==> config.mk <==
export PLATFORM = sky130hd
export DESIGN_NAME = cordic_arbiter
export DESIGN_NICKNAME = d
export VERILOG_FILES = /design/src/rtl/cordic_arb_pkg.sv /design/src/rtl/cordic_tag_fifo.sv /design/src/rtl/cordic_arbiter.sv
export SDC_FILE = /design/constraint.sdc
export NUM_CORES = 1
export LEC_CHECK = 0
export ABC_AREA = 1
export CAP_MARGIN = 5
export CORE_AREA = 5 5 139 141
export CTS_CLUSTER_DIAMETER = 60
export DETAILED_ROUTE_END_ITERATION = 16
export DIE_AREA = 0 0 144 146
export PLACE_DENSITY = 0.81
export RECOVER_POWER = 50
export SLEW_MARGIN = 0
export SYNTH_ARGS = -nofsm -noshare
export SYNTH_HDL_FRONTEND = slang
export SYNTH_SLANG_ARGS = --single-unit
==> constraint.sdc <==
create_clock -name s00_axis_aclk -period 4.21 [get_ports s00_axis_aclk]
set_input_delay 0.6315 -clock s00_axis_aclk [delete_from_list [all_inputs] [get_ports s00_axis_aclk]]
set_output_delay 0.6315 -clock s00_axis_aclk [all_outputs]
set_load 0.01 [all_outputs]
==> src/rtl/cordic_arb_pkg.sv <==
// cordic_arb_pkg: shared state type and round-robin helper
// for the CORDIC request arbiter.
package cordic_arb_pkg;

    localparam int MAX_CH   = 8;
    localparam int MAX_CH_W = $clog2(MAX_CH);

    typedef enum logic {
        IDLE = 1'b0,
        BUSY = 1'b1
    } state_e;

    // First set bit of valid at or after ptr, wrapping at n_ch.
    // The scan runs downward so the smallest offset wins last.
    function automatic int rr_pick(
        input logic [MAX_CH-1:0] valid,
        input int                ptr,
        input int                n_ch
    );
        int pick;
        int idx;
        pick = ptr;
        for (int i = MAX_CH - 1; i >= 0; i--) begin
            if (i < n_ch) begin
                idx = ptr + i;
                if (idx >= n_ch) idx = idx - n_ch;
                if (((valid >> idx) & MAX_CH'(1)) != '0) pick = idx;
            end
        end
        return pick;
    endfunction

endpackage

==> src/rtl/cordic_tag_fifo.sv <==
// cordic_tag_fifo: in-order channel-tag FIFO with
// first-word fall-through head.
module cordic_tag_fifo #(
    parameter int W     = 2,
    parameter int DEPTH = 32
) (
    input  logic                   clk,
    input  logic                   rst,
    input  logic                   push,
    input  logic                   pop,
    input  logic [W-1:0]           din,
    output logic [W-1:0]           head,
    output logic [$clog2(DEPTH):0] count,
    output logic                   full,
    output logic                   empty
);
    localparam int AW = $clog2(DEPTH);
    localparam int CW = AW + 1;

    logic [W-1:0]  mem_q [DEPTH];
    logic [AW-1:0] wr_q, wr_d;
    logic [AW-1:0] rd_q, rd_d;
    logic [CW-1:0] cnt_q, cnt_d;
    logic          push_ok, pop_ok;

    always_comb begin
        full    = (cnt_q == CW'(DEPTH));
        empty   = (cnt_q == '0);
        push_ok = push & ~full;
        pop_ok  = pop & ~empty;
        wr_d    = wr_q + AW'(push_ok);
        rd_d    = rd_q + AW'(pop_ok);
        cnt_d   = cnt_q + CW'(push_ok) - CW'(pop_ok);
        head    = mem_q[rd_q];
        count   = cnt_q;
    end

    always_ff @(posedge clk or posedge rst) begin
        if (rst) begin
            wr_q  <= '0;
            rd_q  <= '0;
            cnt_q <= '0;
        end else begin
            wr_q  <= wr_d;
            rd_q  <= rd_d;
            cnt_q <= cnt_d;
        end
    end

    // Storage needs no reset: entries are only read below cnt_q.
    always_ff @(posedge clk) begin
        if (push_ok) mem_q[wr_q] <= din;
    end

endmodule

==> src/rtl/cordic_arbiter.sv <==
// cordic_arbiter: packet-level round-robin sharing of one in-order
// arctan pipeline, with tag-routed result return.
module cordic_arbiter #(
    parameter int N_CH       = 4,
    parameter int DATA_WIDTH = 32,
    parameter int TAG_DEPTH  = 32
) (
    input  logic                         s00_axis_aclk,
    input  logic                         s00_axis_areset,
    input  logic [N_CH-1:0]              s_ch_tvalid,
    input  logic [N_CH-1:0]              s_ch_tlast,
    input  logic [N_CH*DATA_WIDTH-1:0]   s_ch_tdata,
    output logic [N_CH-1:0]              s_ch_tready,
    output logic                         m00_axis_tvalid,
    output logic                         m00_axis_tlast,
    output logic [DATA_WIDTH-1:0]        m00_axis_tdata,
    input  logic                         m00_axis_tready,
    input  logic                         s01_axis_tvalid,
    input  logic                         s01_axis_tlast,
    input  logic [DATA_WIDTH-1:0]        s01_axis_tdata,
    output logic                         s01_axis_tready,
    output logic [N_CH-1:0]              m_ch_tvalid,
    output logic [N_CH-1:0]              m_ch_tlast,
    output logic [N_CH*DATA_WIDTH-1:0]   m_ch_tdata,
    input  logic [N_CH-1:0]              m_ch_tready,
    output logic [$clog2(N_CH)-1:0]      grant_id,
    output logic                         busy,
    output logic [$clog2(TAG_DEPTH):0]   in_flight,
    output logic                         orphan_err
);
    import cordic_arb_pkg::*;

    localparam int CH_W  = $clog2(N_CH);
    localparam int CNT_W = $clog2(TAG_DEPTH) + 1;

    state_e            state_q, state_d;
    logic [CH_W-1:0]   grant_q, grant_d;
    logic [CH_W-1:0]   rr_q, rr_d;
    logic              orphan_q, orphan_d;
    logic [CH_W-1:0]   head;
    logic [CNT_W-1:0]  count;
    logic              full, empty;
    logic              issue, pop;

    cordic_tag_fifo #(
        .W     (CH_W),
        .DEPTH (TAG_DEPTH)
    ) u_tags (
        .clk   (s00_axis_aclk),
        .rst   (s00_axis_areset),
        .push  (issue),
        .pop   (pop),
        .din   (grant_q),
        .head  (head),
        .count (count),
        .full  (full),
        .empty (empty)
    );

    always_comb begin
        m00_axis_tvalid = 1'b0;
        s_ch_tready     = '0;
        m00_axis_tdata  = s_ch_tdata[grant_q*DATA_WIDTH +: DATA_WIDTH];
        m00_axis_tlast  = s_ch_tlast[grant_q];
        if (state_q == BUSY) begin
            m00_axis_tvalid      = s_ch_tvalid[grant_q] & ~full;
            s_ch_tready[grant_q] = m00_axis_tready & ~full;
        end
        issue = m00_axis_tvalid & m00_axis_tready;
    end

    // The grant is held until the tlast beat issues, whatever others do.
    always_comb begin
        state_d = state_q;
        grant_d = grant_q;
        rr_d    = rr_q;
        unique case (state_q)
            IDLE: begin
                if (|s_ch_tvalid) begin
                    state_d = BUSY;
                    grant_d = CH_W'(rr_pick(MAX_CH'(s_ch_tvalid),
                                            int'(rr_q), N_CH));
                end
            end
            BUSY: begin
                if (issue && m00_axis_tlast) begin
                    state_d = IDLE;
                    rr_d    = (grant_q == CH_W'(N_CH - 1)) ?
                              '0 : grant_q + 1'b1;
                end
            end
            default: ;
        endcase
    end

    // Results with no recorded owner are accepted and dropped.
    always_comb begin
        m_ch_tvalid     = '0;
        m_ch_tlast      = '0;
        s01_axis_tready = 1'b1;
        pop             = 1'b0;
        orphan_d        = orphan_q;
        if (!empty) begin
            m_ch_tvalid[head] = s01_axis_tvalid;
            m_ch_tlast[head]  = s01_axis_tlast;
            s01_axis_tready   = m_ch_tready[head];
            pop               = s01_axis_tvalid & m_ch_tready[head];
        end else if (s01_axis_tvalid) begin
            orphan_d = 1'b1;
        end
    end

    assign m_ch_tdata = {N_CH{s01_axis_tdata}};
    assign grant_id   = grant_q;
    assign busy       = (state_q == BUSY);
    assign in_flight  = count;
    assign orphan_err = orphan_q;

    always_ff @(posedge s00_axis_aclk or posedge s00_axis_areset) begin
        if (s00_axis_areset) begin
            state_q  <= IDLE;
            grant_q  <= '0;
            rr_q     <= '0;
            orphan_q <= 1'b0;
        end else begin
            state_q  <= state_d;
            grant_q  <= grant_d;
            rr_q     <= rr_d;
            orphan_q <= orphan_d;
        end
    end

endmodule

==> results.cfg <==
[outcome]
status = finished clean

[clock_tree]
clk_latency_ps = 330
clock_sinks = 86
ctsHoldBuffers = 0
cts-resized-gates = 0
htreeDepth = 3
cts_tree = done
cts_buffer_depth = 2
cts_buffers = 9
root_buffer = clkbuf_16
clkTransAtPathRegs_ps = 60
postCtsSetupBuffers = 0

[timing]
setup_viol = 0
fin_crit_sh_pct = 84.3
grt_setup_unrepaired = false
setup-tns-final_ps = 0
hold_viol = 0
worst_pin_slew_ps = 1120
fin_crit_ps = 3550
clock.fmax_mhz = 282
drv_slew = 0
skew_ps = 6.24
finalWorstSetupSlack_ps = 660
slew-limit-headroom_pct = 25.6

[layout]
drive_above_1_share_pct = 4.69
antennaDiodeCount = 0
fin_nets = 1023
area_growth_pct = 24.8

[synth]
syn_area_per_cell_sq_um = 7.99
yosysUniqueCellTypes = 32
ys_seq_elements = 86
synth_ff_type = edfxtp_1
synthCells = 768
synth_fp_nets = 964
synthArstFlopShare_pct = 25.6
synth_edf_count = 64
yosys_warnings = 0
synth_area_sq_um = 6130
yosysSeqAreaShare_pct = 40.3

[critical_path]
worst-path-buf-inv = 2
worstPathCellList = buf_4, ha_1, nand2_1, nor2_1, clkdlybuf4s50_1
cp_max_fo = 36
required_ps = 3580
worst-setup-path-type = register to output port
cp-end-kind = output port
arrival_ps = 2920
start_kind = register
critPathTopFamily = flip-flops
cp_slowest_stage_delay_ps = 1070
slowest_stage = dfrtp_1

[power]
p_per_area_nw_per_um2 = 647
switching_share_pct = 44.1
switchingPower_mw = 2.18
p_leak_nw = 3.01
seq_power_share_pct = 26.4
combPwrFrac_pct = 58.9
peakVddDrop_uv = 445
p_int_mw = 2.77
total_power_mw = 4.95
clock_power_share_pct = 14.8

[place]
gp_congestion = 0.875
dp_hpwl_um = 13900
dp_slack_ps = 900
numPortBuffers = 201

[floorplanning]
die_y_um = 146
initial_core_util_pct = 34.4
rows = 49
die_w_um = 144
core_sq_um = 17800
io_pins = 362
die_area_sq_um = 21000

[route]
drt_pass1_iterations = 5
top_layer = met5
vias = 5281
met2_wirelength_um = 8630
met1_length_um = 6980
ant_nets = 0
wl_um = 17900
vias_per_cell = 4.98
wl_per_cell_um = 16.9
drc_errors = 0
wl_met3_um = 1830
first_iter_violations = 296

[global_routing]
antenna_found_initial = 0
grt_max_degree = 76
grt_pass1_wl_um = 27200
grt_usage_pct = 16.5
grt_pass1_vias = 5247
grt_overflow = 0

[min_path]
hold_class = register to register

[flow_run]
cap_violations = 0
kinds of logic (layout without fill, tap and decap cells):
kind of cell | after synthesis | in the layout | share of synthesized area (%)
AO/OA/AOI/OAI | 131 | 131 | 11.5
XOR/XNOR | 11 | 11 | 1.57
AND/OR/NAND/NOR | 318 | 318 | 21.6
adder cells (fa/ha/maj) | 19 | 19 | 4.00
flip-flops | 86 | 86 | 40.3
buffers and inverters | 203 | 267 | 20.9
final timing paths:
check | from | end | slack, ps | depth (start not counted)
hold reg to reg | orphan_err | orphan_err | 480 | 1
max in group asynchronous | s00_axis_areset | grant_id[0] | 2680 | 2
setup reg to reg | u_tags.rd_q[0] | u_tags.count[5] | 870 | 22
setup / recovery | grant_id[1] | s_ch_tready[3] | 660 | 5
min in group asynchronous | s00_axis_areset | rr_q[1] | 920 | 2
hold / removal | orphan_err | orphan_err | 480 | 1
stage by stage:
step | utilization (%) | hold slack (ps) | cells | cell area, sq um
floorplan | - | 513 | 768 | 6130
global placement | 41.3 | 466 | 1045 | 7370
detailed placement | 41.3 | 473 | 1045 | 7370
CTS | 42.9 | 487 | 1061 | 7660
global route | 42.9 | 510 | 1061 | 7660
finish | 42.9 | 483 | 1061 | 7660
final cells by class:
class | instances | area [sq um]
clock buffer | 9 | 225
clock inverter | 7 | 57.6
fill | 1740 | 10200
inverter | 41 | 156
multi-input combinational | 479 | 2380
sequential | 86 | 2470
tap | 229 | 287
timing repair buffer | 210 | 2080
cell usage after synthesis (all sizes together), types with 10 or more instances:
library cell / count / area [sq um]
nand3: 52 / 270
o21ai: 81 / 405
buf: 140 / 1040
edfxtp: 64 / 1920
nor2: 122 / 465
xor2: 10 / 87.6
inv: 41 / 156
ha: 18 / 225
dfrtp: 22 / 551
clkbuf: 22 / 82.6
o22ai: 33 / 206
a21oi: 12 / 60.1
nand2: 128 / 485
power by group through the flow:
stage | clock, mW | sequential [mW] | combinational, mW
after floorplan | 0 | 1.27 | 1.87
after global placement | 0 | 1.31 | 2.85
after detailed placement | 0 | 1.32 | 2.91
after CTS | 0.753 | 1.31 | 2.94
after global routing | 0.786 | 1.33 | 3.26
final | 0.731 | 1.31 | 2.92
sequential cells by signal (all words and copies together), names as in the netlist:
name          count
u_tags.count      6
u_tags.mem_q     64
u_tags.rd_q       5
busy              1
orphan_err        1
u_tags.wr_q       5
grant_id          2
rr_q              2
per-layer routing:
layer  vias to the layer above  GRT usage, %
met2                       292          27.7
met3                        30          5.98
met1                      2406          19.5
li1                       2551             -
met4                         2          5.08
met5                         -          1.67
placed cells by master (no fill, tap or decap), types with 2 or more instances in the layout:
cell type,synthesis,final
clkdlybuf4s50_1,0,200
or2_2,4,4
o21ai_0,81,81
nand2_2,2,2
nand3_1,50,50
nand2_1,126,126
edfxtp_1,64,64
ha_1,18,18
inv_1,39,38
clkinv_4,0,2
o22ai_1,33,33
dfrtp_1,22,21
inv_2,1,2
nor2_1,121,121
nand4_1,9,9
clkbuf_16,0,9
a21oi_1,12,12
clkinvlp_4,0,2
buf_4,130,9
nand3_2,2,2
xor2_1,10,10
Power figures use the tool's default switching activity.
==> RTL edit 1, RTL diff (same flow settings) <==
One comparison of `cnt_q` changes from == to >=.
--- a/src/rtl/cordic_tag_fifo.sv
+++ b/src/rtl/cordic_tag_fifo.sv
@@ -24,7 +24,7 @@
     logic          push_ok, pop_ok;
 
     always_comb begin
-        full    = (cnt_q == CW'(DEPTH));
+        full    = (cnt_q >= CW'(DEPTH));
         empty   = (cnt_q == '0);
         push_ok = push & ~full;
         pop_ok  = pop & ~empty;
Check against the original RTL: same outputs for any inputs over 4 cycles, from zero or initial values and one cycle with s00_axis_areset high; that may be too few to reach the edited logic, so the function may still have changed.
==> RTL edit 1 against the unedited design <==
Total power up 7.8%. Sequential cell count unchanged. Clock power up 12%. Final cell count up 0.28%. Sequential power up 5%. Combinational power up 7.9%. Setup slack better by 0.020 ns. Critical endpoint is now m00_axis_tdata[18]. Largest power group unchanged. Synthesized cell count up 0.39%. Synthesized area about the same. Global-route usage up 1.9 points. Worst hold slack better by 0.029 ns. Final area up 0.52%. Wire length up 12%. Critical path type unchanged.
==> RTL edit 1: results (changes against the unedited design) <==
metric	value	unit	change
critical_path_arrival	2.90	ns	-0.02 ns
synthDistinctLibCells	31		-3.1%
synth_commonest_cells	buf_4 (130), nand2_1 (125), nor2_1 (118), o21ai_0 (71), edfxtp_1 (64)		
vias	5454		+3.3%
pre_cts_ws	0.910	ns	+0.00976 ns
drive_above_1_share	4.44	%	-0.25 points
wire_per_inst	18.8	um	+12%
skew	0.0105	ns	+0.00422 ns
grt_pass1_vias	5545		+5.7%
antenna_found_initial	6		+6
gp_congestion	0.908		+3.7%
yosysSeqAreaShare	40.3	%	about the same
fin_nets	1027		+0.39%
track_usage	18.4	%	+1.9 points
synth_nets	969		+0.52%
status	complete, no violations		
drt-initial-drc-count	392		+32%
avgSynthCellArea	7.96	um^2	-0.37%
path_max_fanout	64		+78%
worst_slew_pin_slew	0.978	ns	-0.138 ns
nFillCells	1736		-0.23%
leakagePower	3.03	nW	+0.47%
route.met2.wl	8670	um	+0.54%
syn_to_final_growth	25.5	%	
grt_max_degree	65		-14%
via_per_inst	5.13		+3.0%
drt-met1-wl	7890	um	+13%
hpwl	15400	um	+11%
grt_pass1_wl	29700	um	+9.4%
wl_met3	2800	um	+53%
[RTL edit 1: cell types whose count changed after synthesis, moves of 5 or more]
cell	delta
o21ai_1	+11
inv_2	+5
o21ai_0	-10
nand3_1	+12
nand4_1	-6
[RTL edit 1: power breakdown]
group / internal [mW] / switching [mW]
combinational: 1.37 / 1.77
clock: 0.494 / 0.323
sequential: 1.13 / 0.246
total: 3.00 / 2.34
[RTL edit 1: area by class of cell]
class	instances	area share, %
flip-flops and latches	86	32.2
well taps	229	3.72
diodes	1	0.0325
multi-input cells	478	31.0
repair buffers	208	26.8
clock buffers	12	3.33
clock inverters	4	0.683
inverters	46	2.26
[RTL edit 1: path summary, 6_finish.rpt]
check	startpoint	to	slack (ns)	cells past startpoint
max in group asynchronous	s00_axis_areset	grant_id[0]	2.66	2
min reg2reg	orphan_err	orphan_err	0.51	1
min in group asynchronous	s00_axis_areset	u_tags.count[4]	0.84	2
min	orphan_err	orphan_err	0.51	1
max reg2reg	u_tags.rd_q[0]	u_tags.count[4]	0.86	20
max	grant_id[0]	m00_axis_tdata[18]	0.68	5
[RTL edit 1: logic make-up (layout without fill, tap and decap cells)]
family	Yosys count	count (layout)	share of synthesized area, %
flops	86	86	40.3
buf+inv	207	270	20.8
other cells	0	1	0
compound gates	128	128	11.3
fa+ha+maj	21	21	4.41
xor+xnor	10	10	1.43
simple gates	319	319	21.7
[RTL edit 1: routing by layer]
metal / up-vias / GRT usage [%]
met5: - / 1.91
li1: 2560 / -
met3: 54 / 9.86
met4: 14 / 6.73
met1: 2451 / 22.3
met2: 375 / 27.4
[RTL edit 1: critical path, stage by stage, from the launching register on]
cell	delay, ns
dfrtp_4	0.74
inv_2	0.25
buf_4	0.50
o21ai_0	0.15
o22ai_1	0.25
clkdlybuf4s50_1	0.60
==> RTL edit 2, RTL diff (same flow settings) <==
Without the edit above. Set the parameter `N_CH` to 2 (it was 4).
--- a/src/rtl/cordic_arbiter.sv
+++ b/src/rtl/cordic_arbiter.sv
@@ -1,7 +1,7 @@
 // cordic_arbiter: packet-level round-robin sharing of one in-order
 // arctan pipeline, with tag-routed result return.
 module cordic_arbiter #(
-    parameter int N_CH       = 4,
+    parameter int N_CH       = 2,
     parameter int DATA_WIDTH = 32,
     parameter int TAG_DEPTH  = 32
 ) (
Interface: changed (9 resized); port bits go from 362 to 221. The function was not compared with the original's and may differ.
==> RTL edit 2 against the unedited design <==
Wire length is 51% lower. Largest power group unchanged. Final cell count shrank 30%. Synthesized area shrank 41%. Sequential cell count down 34. Setup slack better by 0.12 ns. Total power is 42% lower. Final area fell by 38%.
==> RTL edit 2: results (changes against the unedited design) <==
metric	value	unit	change
wire_per_inst	11.8	um	-30%
critical_path_arrival	2.80	ns	-0.12 ns
fin_nets	633		-38%
pre_cts_ws	1.10	ns	+0.199 ns
grt_pass1_vias	2835		-46%
leakagePower	2.09	nW	-31%
cts_made_buffers	5		-4
status	complete, no violations		
avgSynthCellArea	7.86	um^2	-1.5%
synth-edff-count	32		-50%
dp.cells	734		-30%
portBuffers	124		-38%
firstDrtPassIters	4		-1
yosysSeqAreaShare	40.7	%	+0.36 points
grt_max_degree	38		-50%
synth_area_leaders	edfxtp_1 (27%), nand2_1 (17%), dfrtp_1 (14%), buf_4 (13%), ha_1 (4.5%)		
via_per_inst	3.93		-21%
vias	2915		-45%
sw_frac_of_total	42.0	%	-2.0 points
max_slew_margin	32.4	%	+6.8 points
h-tree-depth	2		-1
clock_latency	0.29	ns	-0.04 ns
skew	0.00772	ns	+0.00148 ns
ff2ff_path_depth	10		-55%
track_usage	8.14	%	-8.4 points
path_max_fanout	37		+2.8%
nFillCells	1908		+9.7%
hpwl	6880	um	-51%
drt-initial-drc-count	102		-66%
drive_above_1_share	5.85	%	+1.2 points
gp_congestion	0.816		-6.8%
synth_nets	578		-40%
synthDistinctLibCells	31		-3.1%
ir_drop	0.348	mV	-22%
largest_reg_flops	32		-50%
synth_commonest_cells	nand2_1 (158), buf_4 (64), nor2_1 (43), inv_1 (40), edfxtp_1 (32)		
## RTL edit 2: changes by cell type after synthesis, moves of 22 or more
cell | before | now
o21ai_0 | 81 | 2
nor2_1 | 121 | 43
buf_4 | 130 | 64
o22ai_1 | 33 | 0
edfxtp_1 | 64 | 32
nand2_1 | 126 | 158
nand3_1 | 50 | 28
## RTL edit 2: stage by stage
stage,utilization (%),area [um^2]
floorplan,-,3590
global placement,25.6,4580
detailed placement,25.6,4580
CTS,26.5,4730
global route,26.5,4720
finish,26.5,4720
## RTL edit 2: power by group through the flow
stage / clock network, mW / logic (mW) / registers, mW
5_1_grt: 0.447 / 1.77 / 0.911
2_1_floorplan: 0 / 1.05 / 0.820
3_5_place_dp: 0 / 1.60 / 0.895
6_report: 0.416 / 1.58 / 0.884
3_3_place_gp: 0 / 1.57 / 0.886
4_1_cts: 0.424 / 1.61 / 0.887
## RTL edit 2: final timing paths
check,startpoint,endpoint,slack [ns]
worst max register to register,grant_id,u_tags.count[4],1.00
worst max-delay path,grant_id,m00_axis_tvalid,0.78
max in group asynchronous,s00_axis_areset,u_tags.wr_q[4],2.75
worst min register to register,orphan_err,orphan_err,0.46
min in group asynchronous,s00_axis_areset,busy,0.94
worst min-delay path,orphan_err,orphan_err,0.46
## RTL edit 2: cell type report
type                    count  share of cell area [%]
well taps                 229                    6.06
inverters                  45                    3.68
multi-input cells         283                    29.7
clock buffers               7                    3.02
flip-flops and latches     52                    30.9
clock inverters             1                   0.159
repair buffers            125                    26.4
## RTL edit 2: routing by layer
metal | part of all wire [%] | vias to the layer above | track usage [%]
met1 | 38 | 1331 | 8.49
met2 | 50 | 116 | 14.6
li1 | - | 1461 | -
met5 | 0 | - | 0
met4 | 1.3 | 0 | 2.59
met3 | 10 | 7 | 3.42
## RTL edit 2: critical path, stage by stage (launching register included)
cell and delay, ns:
dfrtp_1 1.01, buf_4 0.47, nand2_1 0.14, o22ai_2 0.20, nand2_1 0.07, inv_1 0.05
clkdlybuf4s50_1 0.54
## RTL edit 2: cells by family after synthesis
family	Yosys count	synth area share (%)
simple gates	247	29.4
buf+inv	122	20.3
flops	52	40.7
fa+ha+maj	14	5.08
compound gates	12	2.16
xor+xnor	10	2.44
